## src/rtl/switch_debounce.sv

```systemverilog
// switch_debounce
//   Conditions raw slide-switch inputs before the downstream ones-count stage.
//   Each switch bit passes through a SYNC_STAGES-deep synchronizer, then a
//   per-bit debounce counter. A new level must hold DB_CYCLES consecutive
//   clocks before it is accepted onto SW.
//
// Parameters
//   NUM_SW       number of switch bits conditioned
//   SYNC_STAGES  synchronizer depth (>= 2)
//   DB_CYCLES    consecutive clocks a new level must hold (>= 1)
//
// Ports
//   clk         in   system clock, all state on rising edge
//   CPU_RESETN  in   asynchronous active-low reset
//   SW_raw      in   raw switch pins, asynchronous to clk
//   SW          out  debounced switch levels
//   SW_changed  out  registered 1-clk pulse when any SW bit updated
//   busy        out  registered, high while any bit's counter is nonzero
//   sw_rise     out  (SW_EDGE_PULSE_EN only) per-bit 0->1 pulse, aligned with SW_changed
//   sw_fall     out  (SW_EDGE_PULSE_EN only) per-bit 1->0 pulse, aligned with SW_changed
//
// Configuration
//   SW_EDGE_PULSE_EN  when defined, adds the sw_rise / sw_fall outputs.
//
// Debug visibility
//   w_state[i] holds the per-bit FSM state (STABLE / SETTLING), decoded from
//   the bit's counter; bind checkers to it.
//
// Handshake
//   No valid/ready handshake: SW is a level output, and SW_changed (plus
//   sw_rise/sw_fall) marks the single cycle in which a new SW value first
//   appears.

module switch_debounce #(
  parameter int NUM_SW      = 3,
  parameter int SYNC_STAGES = 2,
  parameter int DB_CYCLES   = 1_000_000
) (
  input  logic              clk,
  input  logic              CPU_RESETN,
  input  logic [NUM_SW-1:0] SW_raw,
  output logic [NUM_SW-1:0] SW,
  output logic              SW_changed,
`ifdef SW_EDGE_PULSE_EN
  output logic [NUM_SW-1:0] sw_rise,
  output logic [NUM_SW-1:0] sw_fall,
`endif
  output logic              busy
);

  localparam int CNT_W = $clog2(DB_CYCLES + 1);
  // Counter value seen on the edge that commits (zero when DB_CYCLES == 1,
  // so a STABLE bit commits on its first mismatch).
  localparam logic [CNT_W-1:0] CNT_LAST = CNT_W'(DB_CYCLES - 1);

  typedef enum logic {
    ST_STABLE   = 1'b0,
    ST_SETTLING = 1'b1
  } state_e;

  // Synchronizer chain; stage 0 is the only logic that samples SW_raw.
  logic [NUM_SW-1:0] r_sync [SYNC_STAGES];
  logic [NUM_SW-1:0] w_sync_q;

  logic [CNT_W-1:0]  r_cnt      [NUM_SW];
  logic [CNT_W-1:0]  w_cnt_next [NUM_SW];
  state_e            w_state    [NUM_SW];
  logic [NUM_SW-1:0] w_commit;
  logic              w_any_cnt;

  logic [NUM_SW-1:0] r_sw;
  logic              r_changed;
  logic              r_busy;

  always_ff @(posedge clk or negedge CPU_RESETN) begin
    if (!CPU_RESETN) begin
      for (int s = 0; s < SYNC_STAGES; s++) begin
        r_sync[s] <= '0;
      end
    end else begin
      r_sync[0] <= SW_raw;
      for (int s = 1; s < SYNC_STAGES; s++) begin
        r_sync[s] <= r_sync[s-1];
      end
    end
  end

  assign w_sync_q = r_sync[SYNC_STAGES-1];

  // Per-bit debounce FSM. State is implied by the counter: zero is STABLE,
  // nonzero is SETTLING. A commit flips SW[i] to the synchronized level,
  // which always differs from SW[i] on the committing edge.
  always_comb begin
    w_any_cnt = 1'b0;
    w_commit  = '0;
    for (int i = 0; i < NUM_SW; i++) begin
      w_state[i]    = (r_cnt[i] == '0) ? ST_STABLE : ST_SETTLING;
      w_cnt_next[i] = r_cnt[i];
      case (w_state[i])
        ST_STABLE: begin
          if (w_sync_q[i] != r_sw[i]) begin
            if (CNT_LAST == '0) begin
              w_commit[i] = 1'b1;
            end else begin
              w_cnt_next[i] = CNT_W'(1);
            end
          end
        end
        ST_SETTLING: begin
          if (w_sync_q[i] == r_sw[i]) begin
            // Glitch shorter than DB_CYCLES: drop the partial count.
            w_cnt_next[i] = '0;
          end else if (r_cnt[i] == CNT_LAST) begin
            w_commit[i]   = 1'b1;
            w_cnt_next[i] = '0;
          end else begin
            w_cnt_next[i] = r_cnt[i] + CNT_W'(1);
          end
        end
        default: begin
          w_cnt_next[i] = '0;
        end
      endcase
      w_any_cnt = w_any_cnt | (w_cnt_next[i] != '0);
    end
  end

  always_ff @(posedge clk or negedge CPU_RESETN) begin
    if (!CPU_RESETN) begin
      for (int i = 0; i < NUM_SW; i++) begin
        r_cnt[i] <= '0;
      end
      r_sw      <= '0;
      r_changed <= 1'b0;
      r_busy    <= 1'b0;
    end else begin
      for (int i = 0; i < NUM_SW; i++) begin
        r_cnt[i] <= w_cnt_next[i];
      end
      r_sw      <= r_sw ^ w_commit;
      r_changed <= |w_commit;
      // busy tracks the counters as they stand after this edge.
      r_busy    <= w_any_cnt;
    end
  end

  assign SW         = r_sw;
  assign SW_changed = r_changed;
  assign busy       = r_busy;

`ifdef SW_EDGE_PULSE_EN
  logic [NUM_SW-1:0] r_rise;
  logic [NUM_SW-1:0] r_fall;

  // On a committing edge the new level is the synchronized level.
  always_ff @(posedge clk or negedge CPU_RESETN) begin
    if (!CPU_RESETN) begin
      r_rise <= '0;
      r_fall <= '0;
    end else begin
      r_rise <= w_commit & w_sync_q;
      r_fall <= w_commit & ~w_sync_q;
    end
  end

  assign sw_rise = r_rise;
  assign sw_fall = r_fall;
`endif

endmodule

```

## config.mk

```make
export PLATFORM = sky130hd
export DESIGN_NAME = switch_debounce
export DESIGN_NICKNAME = d
export VERILOG_FILES = /design/src/rtl/switch_debounce.sv
export SDC_FILE = /design/constraint.sdc
export NUM_CORES = 1
export LEC_CHECK = 0
export CELL_PAD_IN_SITES_DETAIL_PLACEMENT = 1
export CELL_PAD_IN_SITES_GLOBAL_PLACEMENT = 2
export CORE_UTILIZATION = 41
export CTS_BUF_LIST = sky130_fd_sc_hd__clkbuf_4 sky130_fd_sc_hd__clkbuf_8
export CTS_CLUSTER_SIZE = 30
export DETAILED_ROUTE_END_ITERATION = 6
export HOLD_SLACK_MARGIN = 0.03
export PLACE_DENSITY_LB_ADDON = 0.1
export SYNTH_ARGS = -nofsm -noshare
export SYNTH_HDL_FRONTEND = slang
export SYNTH_SLANG_ARGS = --single-unit
```

## constraint.sdc

```tcl
create_clock -name clk -period 2.9 [get_ports clk]
set_clock_uncertainty 0.05 [all_clocks]
set_input_delay 0.58 -clock clk [delete_from_list [all_inputs] [get_ports clk]]
set_output_delay 0.58 -clock clk [all_outputs]
set_load 0.05 [all_outputs]
```

==> results of run 1 <==
## cell usage after synthesis (2+ instances only)
master | instances | share of area, %
a2111oi_0 | 3 | 0.61
a211oi_1 | 2 | 0.35
a21oi_1 | 8 | 0.93
a31oi_1 | 7 | 1.0
and2_1 | 5 | 0.73
and3_1 | 7 | 1.0
and4_1 | 7 | 1.4
buf_2 | 9 | 1.0
buf_4 | 5 | 0.87
buf_6 | 3 | 0.79
clkbuf_1 | 10 | 0.87
clkbuf_2 | 3 | 0.35
dfrtp_1 | 71 | 41
ha_1 | 6 | 1.7
inv_1 | 19 | 1.7
mux2_2 | 3 | 0.79
nand2_1 | 25 | 2.2
nand3_1 | 27 | 3.1
nand4_1 | 21 | 3.1
nand4_2 | 2 | 0.58
nand4b_1 | 2 | 0.41
nor2_1 | 69 | 6.0
nor2b_1 | 3 | 0.44
nor3_1 | 21 | 2.4
nor4_1 | 18 | 2.6
nor4_2 | 5 | 1.5
nor4_4 | 3 | 1.5
o21ai_0 | 5 | 0.58
o21bai_1 | 3 | 0.52
o22ai_1 | 6 | 0.87
o31ai_1 | 4 | 0.70
or2_2 | 5 | 0.73
or3_1 | 6 | 0.87
or4_1 | 3 | 0.52
xnor2_1 | 40 | 8.2
xor2_1 | 21 | 4.3
## logic make-up (layout without fill, tap and decap cells)
family          after synthesis  after routing  share of synthesized area, %
mux                           4              4                          1.02
buf+inv                      49             63                          5.59
compound gates               46             46                          7.34
xor+xnor                     61             61                          12.4
simple gates                235            235                          30.5
fa+ha+maj                     6              6                          1.75
flops                        71             71                          41.4
## final timing paths
| check | end | slack, ps |
|---|---|---|
| max | busy | 310 |
| min | r_cnt[57] | 290 |
| max reg2reg | busy | 310 |
| min reg2reg | w_sync_q[0] | 310 |
| max in group asynchronous | r_cnt[28] | 1880 |
| min in group clk | w_sync_q[0] | 310 |
## per-layer routing
metal | routed length [um] | vias to the layer above | GRT usage, %
met1 | 5440 | 1732 | 29.3
met2 | 5260 | 36 | 36.0
met4 | 155 | 0 | 6.22
met5 | 0 | - | 0
met3 | 262 | 12 | 4.01
li1 | - | 1680 | -
## sequential cells by signal, indices dropped and copies added (netlist names)
| signal | flops |
|---|---|
| SW_changed | 1 |
| r_cnt | 60 |
| w_sync_q | 3 |
| r_sync | 3 |
| SW | 3 |
| busy | 1 |
## worst reg2reg max path: cells and delay by family, from the launching register on
family | cells | cell delay, ps
simple gates | 6 | 1370
flops | 1 | 490
fa+ha+maj | 1 | 350
compound gates | 1 | 200
## stage by stage
| step | power (mW) | hold WS (ps) |
|---|---|---|
| detailed placement | 1.67 | 286 |
| global route | 2.67 | 322 |
| global placement | 1.66 | 286 |
| finish | 2.53 | 292 |
| CTS | 2.57 | 309 |
| floorplan | 1.48 | 234 |
## power by group
group	switching (mW)	internal [mW]	leakage, nW
clock network	0.395	0.491	0.102
registers	0.0559	1.04	0.966
logic	0.340	0.212	0.856
## layout make-up
class / instances / area, sq um
clock buffer: 10 / 131
clock inverter: 5 / 83.8
fill: 1165 / 5210
inverter: 19 / 71.3
multi-input combinational: 352 / 2280
sequential: 71 / 1780
tap: 133 / 166
timing repair buffer: 29 / 238
==> reports/qor.csv, run 1 <==
stage;metric;value;unit
synth;netlist_area;0.00429;sq mm
sta;period_needed;2590;ps
worst_setup_path;crit_family;simple AND/OR/NAND/NOR gates;
worst_setup_path;crit_required;3080;ps
sta;setup_tns;0;ps
clock_network;postCtsHoldBufs;0;
worst_setup_path;cp_slowest_cell;dfrtp_1;
cells_and_area;area_delta_synth_final;10.5;%
synth;seq_area_frac_synth;41.4;%
hold_path;min_path_type;in2async;
global_routing;grt_pass1_vias;3609;
worst_setup_path;path_buf_inv;0;
synth;syn_area_per_cell;9.10;sq um
cells_and_area;drive_gt1_share;11.9;%
die;io_pins;10;
worst_setup_path;cpPeakStageDelay;490;ps
detailed_routing;vias;3460;
place;port_buffers;9;
global_routing;grt_pass1_wl;18.8;mm
sta;period_share;89.2;%
worst_setup_path;r2r_cells;8;
die;die_w;104;um
worst_setup_path;r2r_start;r_cnt[0];
sta;setup_viol;0;
global_routing;grt_util_all_layers;21.9;%
power_and_ir_drop;ir_worst_vdd;0.321;mV
cells_and_area;stdcell_count;619;
clock_network;cts_buffers;9;
worst_setup_path;crit_type;reg2reg;
clock_network;post_cts_resized;0;
detailed_routing;routedWlPerCell;18.0;um
sta;final_hold_viol_count;0;
synth;postSynthCellCount;472;
synth;ys_warn_count;0;
detailed_routing;ant_nets;0;
worst_setup_path;cp_max_fo;9;
detailed_routing;drt_wl_total;11.1;mm
die;dieArea;0.0109;sq mm
detailed_routing;drcViolationCount;0;
worst_setup_path;crit_start;r_cnt[0];
clock_network;tritoncts;done;
clock_network;post_cts_buffers;0;
clock_network;htree_levels;3;
cells_and_area;postLayoutCellArea;0.00474;sq mm
outcome;outcome;complete, no violations;
detailed_routing;drtIter0Drc;141;
place;place_ws;300;ps
sta;slew_headroom;38.4;%
sta;rsz0062_at_grt;false;
clock_network;insertion_delay;360;ps
cells_and_area;layout_common_cells;71 x dfrtp_1, 69 x nor2_1, 40 x xnor2_1;
global_routing;grt_max_degree;72;
power_and_ir_drop;p_leak;1.92;nW
die;rows;36;
global_routing;antenna_found_initial;0;
sta;setup_ws;315;ps
worst_setup_path;worstSetupStartpointType;flip-flop;
power_and_ir_drop;pwr_density_cell;533;mW/mm^2
place;place_congestion;0.805;
worst_setup_path;cp.depth;8;
cells_and_area;fin_util;47.7;%
clock_network;clock-sinks;71;
worst_setup_path;cp.arrival;2760;ps
synth;async_flop_share;100;%
cells_and_area;fin_nets;493;
worst_setup_path;end_kind;flip-flop;
clock_network;clock_path_buffers;2;
place;dp_hpwl;7.96;mm
sta;max_freq;387;MHz
sta;slew_violations;0;
synth;synth_enable_flop_cells;0;
global_routing;overflow;0;
detailed_routing;avgViaCountPerCell;5.59;
die;initial_core_util;43.1;%
detailed_routing;drt_pass1_iterations;6;
synth;syn_nets;483;
run;cap_violations;0;
clock_network;clk_pin_slew;80;ps
cells_and_area;final_common_cell;dfrtp_1;
clock_network;root_buffer;clkbuf_8;
place;dp.cells;604;
die;core;0.00995;sq mm
die;die_y;104;um
synth;ys_seq_elements;71;
sta;worstMarginPinSlew;924;ps
synth;synth-main-ff-cell;dfrtp_1;
synth;ys_types;51;
cells_and_area;antennaDiodeCount;0;
place;placed_cell_area;0.00453;sq mm
worst_setup_path;path_cells;ha_1 -> nand4_1 -> or2_2 -> nor3_2 -> or2_2 -> o21ai_0 -> nor4_1 -> nand4_1;
No activity file was read; power rests on OpenSTA's default activity.
==> run 2, diff against run 1 <==
- GPL_ROUTABILITY_DRIVEN: default -> 0
==> results of run 2 <==
Final layout, timing and power as in run 1 (identical DEF).
==> run 3, diff against run 2 <==
- CTS_CLUSTER_DIAMETER: default -> 120
- clock period: 2.9 -> 2.47 ns (I/O delays scaled with it)
==> reports/qor.csv, run 3 (synthesized netlist as in run 1, its figures left out) <==
stage;metric;value;unit
outcome;outcome;complete, no violations;
worst_setup_path;cpPeakStageDelay;570;ps
clock_network;clock_path_buffers;2;
cells_and_area;final_common_cell;nor2_1;
die;die_w;104;um
sta;holdWs;303;ps
cells_and_area;area_delta_synth_final;20.0;%
worst_setup_path;crit_end;busy;
detailed_routing;drcViolationCount;0;
die;dieArea;0.0109;sq mm
worst_setup_path;r2r_slack;80;ps
cells_and_area;regMostFlops;r_cnt;
worst_setup_path;path_cells;buf_4 -> inv_1 -> ha_1 -> nor2b_1 -> nand4_1 -> buf_4 -> nor3_1 -> o21bai_1 -> or4_4 -> nor4_4 -> nand4_1;
place;port_buffers;9;
place;dp_hpwl;8.63;mm
detailed_routing;drtIter0Drc;93;
place;placed_cell_area;0.00480;sq mm
detailed_routing;drt_wl_total;11.7;mm
cells_and_area;layout_common_cells;69 x nor2_1, 65 x dfrtp_1, 56 x buf_4;
detailed_routing;drt_pass1_iterations;4;
die;rows;36;
worst_setup_path;cp_max_fo;7;
global_routing;overflow;0;
cells_and_area;postLayoutCellArea;0.00515;sq mm
worst_setup_path;r2r_end;busy;
die;die_y;104;um
cells_and_area;fin_nets;530;
clock_network;cts_buffers;9;
power_and_ir_drop;p_leak;2.14;nW
detailed_routing;vias;3620;
cells_and_area;stdcell_count;656;
power_and_ir_drop;pwr_density_cell;627;mW/mm^2
clock_network;htree_levels;3;
detailed_routing;ant_nets;0;
worst_setup_path;crit_required;2640;ps
sta;final_hold_viol_count;0;
cells_and_area;antennaDiodeCount;0;
worst_setup_path;r2r_cells;11;
detailed_routing;avgViaCountPerCell;5.52;
clock_network;clock-sinks;71;
die;initial_core_util;43.1;%
worst_setup_path;end_kind;flip-flop;
hold_path;min_path_type;reg2reg;
sta;rsz0062_at_grt;true;
sta;worstMarginPinSlew;879;ps
die;io_pins;10;
power_and_ir_drop;total_power;3.23;mW
clock_network;root_buffer;clkbuf_8;
worst_setup_path;r2r_start;r_cnt[40];
worst_setup_path;worstSetupStartpointType;flip-flop;
global_routing;grt_pass1_wl;19.5;mm
cells_and_area;largest_reg_flops;60;
die;core;0.00995;sq mm
worst_setup_path;crit_type;reg2reg;
global_routing;grt_util_all_layers;22.7;%
sta;period_share;96.7;%
clock_network;clk_pin_slew;80;ps
sta;slew_headroom;39.9;%
global_routing;grt_pass1_vias;3760;
clock_network;tritoncts;done;
worst_setup_path;cp_slowest_cell;or4_4;
detailed_routing;routedWlPerCell;17.9;um
sta;slew_violations;0;
cells_and_area;drive_gt1_share;21.4;%
sta;max_freq;419;MHz
worst_setup_path;crit_start;r_cnt[40];
global_routing;grt_max_degree;52;
clock_network;insertion_delay;360;ps
worst_setup_path;cp.arrival;2560;ps
place;dp.cells;638;
global_routing;antenna_found_initial;0;
run;cap_violations;0;
cells_and_area;fin_util;51.8;%
sta;setup_viol;0;
power_and_ir_drop;ir_worst_vdd;0.470;mV
sta;period_needed;2390;ps
-- run 3: metrics by stage --
step,setup TNS [ps],setup WS (ps)
CTS,0,4.20
detailed placement,-6.88,-6.88
global route,-43.2,-43.2
finish,0,81.1
floorplan,0,112
global placement,0,64.3
-- run 3: how the worst min path moves through the flow --
| stage | start | to | slack (ps) | cells after the start |
|---|---|---|---|---|
| detailed placement | r_sync[5] | w_sync_q[2] | 290 | 0 |
| CTS | r_sync[3] | w_sync_q[0] | 310 | 0 |
| floorplan | CPU_RESETN | SW[0] | 150 | 0 |
| global placement | r_sync[3] | w_sync_q[0] | 280 | 0 |
| finish | r_sync[3] | w_sync_q[0] | 300 | 0 |
| global route | r_sync[5] | w_sync_q[2] | 320 | 0 |
-- run 3: timing repair --
item / in CTS / in global routing
pin swaps: 0 / 4
gates resized for setup: 1 / 21
buffers inserted: 0 / 2
setup endpoints to repair: 1 / 1
hold endpoints to repair: 20 / 0
hold buffers: 1 / 0
-- run 3: cell type report --
class	count	area, sq um
Inverter	19	71.3
Timing Repair Buffer	66	531
Multi-Input combinational cell	352	2360
Sequential cell	71	1780
Tap cell	133	166
Clock inverter	5	106
Fill cell	1152	4800
Clock buffer	10	138
-- run 3: worst max-delay path: cells and delay by family, from the launching register on --
family / cells / cell delay, ps
simple gates: 6 / 1120
flops: 1 / 370
buf+inv: 3 / 340
compound gates: 1 / 200
fa+ha+maj: 1 / 190
-- run 3: where the power goes --
part           leakage, nW  switching [mW]  internal (mW)  total, mW
Sequential           0.956          0.0471           1.22       1.26
Combinational         1.07           0.465          0.349      0.814
Clock                0.119           0.458          0.694       1.15
-- run 3: routing by layer --
layer	share of wire, %	routed length [um]	vias to the layer above	GRT usage (%)
li1	-	-	1759	-
met1	49	5700	1811	31.3
met2	48	5640	40	36.5
met3	2.2	260	10	4.01
met4	1.0	121	0	6.22
met5	0	0	-	0
